`config.mk`:
```
export PLATFORM = sky130hd
export DESIGN_NAME = dec_scan
export DESIGN_NICKNAME = d
export VERILOG_FILES = /design/src/rtl/dec_pkg.sv /design/src/rtl/dec_onehot.sv /design/src/rtl/dec_scan.sv
export SDC_FILE = /design/constraint.sdc
export NUM_CORES = 1
export LEC_CHECK = 0
export CAP_MARGIN = 15
export CORE_MARGIN = 2
export CORE_UTILIZATION = 41
export DETAILED_ROUTE_END_ITERATION = 16
export GPL_TIMING_DRIVEN = 0
export MAX_ROUTING_LAYER = met4
export PLACE_DENSITY = 0.71
export SKIP_LAST_GASP = 1
export SLEW_MARGIN = 10
export SYNTH_ARGS = -nofsm -noshare
export SYNTH_HDL_FRONTEND = slang
export SYNTH_SLANG_ARGS = --single-unit
```
`constraint.sdc`:
```
create_clock -name clk -period 1.9 [get_ports clk]
set_clock_uncertainty 0.1 [all_clocks]
set_input_delay 0.19 -clock clk [delete_from_list [all_inputs] [get_ports clk]]
set_output_delay 0.19 -clock clk [all_outputs]
set_load 0.01 [all_outputs]
```
`src/rtl/dec_pkg.sv`:
```
// Shared constants and FSM state type for the dec_scan decoder/scanner.
// Defaults here match the 3-to-8 build with a prescale of 4.
package dec_pkg;

  localparam int DEF_N   = 3;
  localparam int DEF_DIV = 4;
  localparam int DEF_NF  = 3;

  // f0={0,5,7}, f1={2,3,4}, f2={1,6,7}
  localparam logic [23:0] DEF_FN_MASK = 24'hC21CA1;

  typedef enum logic [1:0] {
    IDLE,
    DIRECT,
    SCAN
  } state_t;

endpackage

```
`src/rtl/dec_onehot.sv`:
```
// Combinational N-to-2^N one-hot decoder with enable.
// Output is all-zero while en is low.
module dec_onehot #(
  parameter int N = 3
) (
  input  logic [N-1:0]      code,
  input  logic              en,
  output logic [(1<<N)-1:0] y
);

  always_comb begin
    y = '0;
    if (en) y[code] = 1'b1;
  end

endmodule

```
`src/rtl/dec_scan.sv`:
```
// One-hot decoder with direct/scan modes, prescaled scan and minterm outputs.
// Define DEC_SCAN_FN_EN to build the FN_MASK minterm logic; otherwise f is 0.
module dec_scan
  import dec_pkg::*;
#(
  parameter int N   = DEF_N,
  parameter int DIV = DEF_DIV,
  parameter int NF  = DEF_NF,
  parameter logic [NF*(1<<N)-1:0] FN_MASK = DEF_FN_MASK
) (
  input  logic              clk,
  input  logic              rst_n,
  input  logic              en,
  input  logic              mode,
  input  logic [N-1:0]      w,
  output logic [(1<<N)-1:0] y,
  output logic [N-1:0]      idx,
  output logic              wrap,
  output logic [NF-1:0]     f
);

  localparam int M  = 1 << N;
  localparam int PW = (DIV > 1) ? $clog2(DIV) : 1;
  localparam logic [PW-1:0] PLAST = PW'(DIV - 1);

  if ($bits(FN_MASK) != NF * M || DIV < 1 || DIV > 256) begin : g_bad_cfg
    $error("dec_scan: bad parameter set");
  end

  state_t          state;
  state_t          state_nx;
  logic [N-1:0]    idx_nx;
  logic [PW-1:0]   psc;
  logic [PW-1:0]   psc_nx;
  logic            act;
  logic            act_nx;
  logic            wrap_nx;
  logic [M-1:0]    y_nx;

  always_ff @(posedge clk) begin
    if (!rst_n) state <= IDLE;
    else        state <= state_nx;
  end

  always_comb begin
    state_nx = IDLE;
    unique case (1'b1)
      !en:          state_nx = IDLE;
      en && !mode:  state_nx = DIRECT;
      en && mode:   state_nx = SCAN;
      default:      state_nx = IDLE;
    endcase
  end

  // act marks a scan that was suspended by en=0 and must resume, not restart
  always_comb begin
    idx_nx  = idx;
    psc_nx  = psc;
    act_nx  = act;
    wrap_nx = 1'b0;
    unique case (state_nx)
      DIRECT: begin
        idx_nx = w;
        psc_nx = '0;
        act_nx = 1'b0;
      end
      SCAN: begin
        act_nx = 1'b1;
        if (state != SCAN) begin
          if (!act) begin
            idx_nx = '0;
            psc_nx = '0;
          end
        end else if (psc == PLAST) begin
          idx_nx  = idx + 1'b1;
          psc_nx  = '0;
          wrap_nx = (idx == '1);
        end else begin
          psc_nx = psc + 1'b1;
        end
      end
      default: ;
    endcase
  end

  dec_onehot #(.N(N)) u_dec (
    .code (idx_nx),
    .en   (state_nx != IDLE),
    .y    (y_nx)
  );

  always_ff @(posedge clk) begin
    if (!rst_n) begin
      y    <= '0;
      idx  <= '0;
      psc  <= '0;
      act  <= 1'b0;
      wrap <= 1'b0;
    end else begin
      y    <= y_nx;
      idx  <= idx_nx;
      psc  <= psc_nx;
      act  <= act_nx;
      wrap <= wrap_nx;
    end
  end

`ifdef DEC_SCAN_FN_EN
  logic [NF-1:0] f_nx;

  always_comb begin
    f_nx = '0;
    for (int k = 0; k < NF; k++)
      f_nx[k] = |(y_nx & FN_MASK[k*M +: M]);
  end

  always_ff @(posedge clk) begin
    if (!rst_n) f <= '0;
    else        f <= f_nx;
  end
`else
  assign f = '0;
`endif

endmodule

```
======== Word level (Yosys, flattened, before mapping) ========
Cells that the tools add are included.
storage, ports and cells
  register bits ........................... 17
  output and inout port bits .............. 15
operators by class
  add/subtract/negate cells ............... 2
  magnitude comparators ................... 2
  equality and inequality tests ........... 6
  mux-type cells .......................... 12
  bitwise gates (word level) .............. 3
  reduce and logical (&&, ||, !) cells .... 9
operator list
  cell                 number
  $mux 3               3
  $pmux 2 s2           2
  $mux 2               3
  $pmux 3 s2           1
  $eq 2x2->1 const B   2
  $lt 3x4->1 const B   1
  $reduce_and 2->1     2
  $reduce_bool 2->1    2
  $reduce_or 4->1      1
  $add 3x1->3 const B  1
  $demux 1 s3          1
  $eq 3x3->1 const B   1
  $ge 3x1->1 const B   1
  $logic_and 1x1->1    3
  $ne 3x3->1 const B   1
  $not 1->1            3
  $add 2x1->2 const B  1
  $eq 2x1->1 const B   1
  $ne 2x2->1 const B   1
  $pmux 1 s2           1
  $logic_not 1->1      1
  $mux 1               1

======== Longest topological paths before layout ========
  depth after elaboration ................. 9
  mapped depth ............................ 6
  mapped depth without buffers ............ 6

======== By module ========
From an unflattened synthesis, not the netlist that was laid out.
unflattened totals
  cell total of the unflattened synthesis .. 83
  area, all modules ....................... 844.6 um^2
by module, submodules not included
  module      instances  cells each  area an instance (um^2)
  dec_scan    1          75          749.5
  dec_onehot  1          8           95.1

======== Worst setup path after synthesis ========
OpenSTA, ideal clock, no wires.
  path kind ............................... flip-flop to flip-flop
  from .................................... register idx[0]
  to ...................................... register y[5]
  library setup time ...................... 78 ps
  arrival time ............................ 1,574 ps
  data required time ...................... 1,722 ps
  path slack .............................. 148 ps
  cell stages (with the launch flop) ...... 7
  path through ............................ dfxtp_1 -> ha_1 -> ha_1 -> nand4b_1 -> a221oi_1 -> o21ai_1 -> nor3_1
between the ends
  word-level cells in the longest chain between the ends .. 8
  elaborated cells on any way between the ends .. 10
  those cells by class .................... add/sub: 1; order compare: 2; mux: 6; reduce/logical: 1
ends and longest elaborated chain
  what                                                                   RTL line          source
  start: declaration                                                     dec_scan.sv:17    output logic [N-1:0] idx,
  start signal: assignment                                               dec_scan.sv:101   idx <= idx_nx;
  $add 3x1->3                                                            dec_scan.sv:75    idx_nx = idx + 1'b1;
  $mux 3                                                                 dec_scan.sv:74    end else if (psc == PLAST) begin
  $mux 3                                                                 dec_scan.sv:69    if (state != SCAN) begin
  $pmux 3 s2 *                                                           dec_scan.sv:61    unique case (state_nx)
  $lt 3x4->1 (not written as such) / $ge 3x1->1 (equally long branches)  dec_onehot.sv:13  if (en) y[code] = 1'b1;
  $logic_and 1x1->1 (not written as such)                                dec_onehot.sv:13
  $mux 1 (not written as such)                                           dec_onehot.sv:13
  $demux 1 s3 *                                                          --
  end signal: assignment                                                 dec_scan.sv:100   y <= y_nx;
  end: declaration                                                       dec_scan.sv:16    output logic [(1<<N)-1:0] y,
Mark *: on every way between the ends. The rest lies on a longest branch, timed or not.
A chain may end at the register's enable or synchronous reset.

======== Worst setup path after layout ========
  from .................................... register idx[0]
  to ...................................... register idx[2]
between the ends
  word-level cells in the longest chain between the ends .. 4
ends and longest elaborated chain
  what         RTL line
  $add 3x1->3  dec_scan.sv:75
  $mux 3       dec_scan.sv:74
  $mux 3       dec_scan.sv:69
  $pmux 3 s2   dec_scan.sv:61
No other way between the ends.

==> summary.md <==
| Metric | Value |
|---|---|
| Status | `completed` |
| CTS tree | `yes` |
| Worst-skew pair later-pin latency | `290 ps` |
| Total GRT Usage | `16.9%` |
| Clock Sinks | `17` |
| EDFF count, synth | `0` |
| Fin area | `1040 µm²` |
| Setup crit start kind | `flip-flop` |
| Vias in the first global route | `599` |
| Die height | `46.8 µm` |
| Synth Area in Compound Gates | `17.0%` |
| Routed via count | `646` |
| Post-DP HPWL | `1090 µm` |
| Synth top area share | `45.3%` |
| Vias per cell | `5.01` |
| Layout cell share with drive strength beyond 1 | `21.2%` |
| Die W | `46.8 µm` |
| Cell count after synthesis | `79` |
| H-tree Lvls | `1` |
| Synth cell count leaders | `dfxtp_1, nor3_1, nor2_1, nor2b_1, nand2_1` |
| XOR/XNOR Fraction of Synth Area | `0%` |
| LEAKAGE | `0.000384 µW` |
| Sequential element share of the synthesized area | `45.3%` |
| Rows | `15` |
| Ys async rst share | `0%` |
| First-pass GRT wire length | `2530 µm` |
| Hold Fails Final Rpt | `0` |
| Largest family of logic cells by synthesized area | `simple AND/OR/NAND/NOR gates` |
| Root buffer cell | `clkbuf_4` |
| IO Port Bufs | `17` |
| Worst VDD drop | `321 µV` |
| Synth unique cells | `31` |
| Dominant cell by count in the synthesized netlist | `dfxtp_1` |
| Critical Path AT | `1960 ps` |
| Fmax | `550 MHz` |
| Effective utilization at floorplan | `43.5%` |
| Cts bufs inserted | `3` |
| Crit-path most repeated cell | `ha_4` |
| Synth Area in Simple Gates | `25.8%` |
| Synth warnings | `0` |
| Leading area contributor after synthesis | `dfxtp_1` |
| Final setup violation count | `0` |
| Mapped Area | `751 µm²` |
| Critical path endpoint category | `flip-flop` |
| Synthesis-stage register bit count | `17` |
| Cells after DPL | `123` |
| Synth top area cells | `dfxtp_1, nor3_1, ha_1` |
| Initial antenna violation count | `0` |
| Avg Inst Size Synth | `9.50 µm²` |
| Post-synthesis mux area share | `1.50%` |
| Final Non-Filler Cells | `129` |
| Antenna cell count | `0` |
| Top-Level Pins | `22` |
| Post-Synth Adder-Cell Area | `5.00%` |
| Drt total wl | `1520 µm` |
| Placed inst area | `960 µm²` |
| Critical path class | `flip-flop to flip-flop` |
| Sum Neg Setup Slack | `0 ps` |
| Total gr overflow | `0` |
| Max-Cap Viols | `0` |
| Crit-path max FO | `6` |
| Fillers | `165` |
| Die Area | `2190 µm²` |
| Worst path max stage delay | `380 ps` |
| Total iterations of the first detailed-routing run | `4` |
| Worst-path clk slew | `90 ps` |
| DR iter-0 viols | `10` |
| DR WL/cell | `11.8 µm` |
| Power Dens Cells | `632 nW/µm²` |
| Routed Antenna Nets | `0` |
| Pin count of the biggest net entering global routing | `11` |
| CP Data Required Time | `2040 ps` |
| Slew Limit Fails | `0` |
| CP cell instances | `ha_4, ha_4, nand4b_1, a221oi_2, o21a_2, and2_4` |
| Clk buf depth | `2` |
| Layout area overhead | `39.0%` |
| Synth Flop Type | `dfxtp_1` |
| CORE AREA | `1730 µm²` |
| Final Net Count | `115` |
| Final min period | `1820 ps` |
| Final period util | `95.8%` |
| Critical Path Slowest Stage Cell | `dfxtp_4` |
| Routability cong. | `0.821` |
| Worst hold margin | `84.6 ps` |
| HP Class | `input port to flip-flop` |
| CTS Hold Buffers Added | `0` |
| Final Power | `659 µW` |
| # DRC | `0` |
## logic make-up after synthesis
group	count (synthesis)
AOI/OAI and AO/OA	15
adders and majority gates	3
buffers and inverters	6
DFF	17
muxes	1
other	1
and+or+nand+nor	36
## cell usage in the layout, fill, tap and decap left out, types with 2 or more instances in the layout
cell type	count
a22oi_1	2
buf_2	2
buf_4	5
clkbuf_4	3
clkdlybuf4s50_1	17
conb_1	3
dfxtp_1	15
ha_4	2
nand2_1	5
nand3b_1	2
nand4b_1	2
nor2_1	6
nor2b_1	6
nor3_1	9
o21a_2	2
## state kept, by name, summed over array words and instances, names as in the netlist
name and count:
idx 3, y 8, act 1, psc 2, state 2, wrap 1
## final cells by class
cell class / instances / area (µm²) / share of cell area, %
plain buffers: 5 / 32.5 / 3.12
multi-input cells: 58 / 419 / 40.2
clock buffers: 4 / 26.3 / 2.52
inverters: 1 / 3.75 / 0.360
repair buffers: 19 / 185 / 17.7
flip-flops and latches: 17 / 345 / 33.1
well taps: 25 / 31.3 / 3.00
## routing by layer
layer | global-route usage (%) | part of all wire, % | wire (µm)
met5 | - | 0 | 0
met4 | 8.33 | 2.4 | 37
met3 | 3.46 | 5.7 | 86
met2 | 26.3 | 45 | 686
met1 | 20.6 | 47 | 710
## per-stage QoR
| stage | setup slack [ps] | utilization (%) |
|---|---|---|
| after floorplan | 148 | - |
| after global placement | 13.8 | 55.6 |
| after detailed placement | -13.3 | 55.6 |
| after CTS | 52.5 | 57.5 |
| after global routing | -12.9 | 60.4 |
| final | 80.7 | 60.4 |
## power breakdown
group / internal [µW] / total, µW / switching, µW
combinational: 48.8 / 94.9 / 46.1
clock: 81.8 / 191 / 110
sequential: 365 / 373 / 8.56
## critical path, delay by kind of cell (launching register included)
kind	cells	cell delay [ps]
adders and majority gates	2	410
DFF	1	380
and+or+nand+nor	2	280
AOI/OAI and AO/OA	2	610
## worst paths after layout
check	from	endpoint	slack [ps]	cells after the start
worst max-delay path	idx[0]	idx[2]	80	6
worst min register to register	psc[1]	psc[1]	440	2
worst min-delay path	mode	state[0]	80	2
worst max register to register	idx[0]	idx[2]	80	6
## timing repair
item	4_1_cts	5_1_grt
cloned	0	0
setup buffers	0	2
pin swaps	0	1
gates resized for setup	1	8
endpoints found under the setup margin	2	9
(Power assumes the default switching activity.)
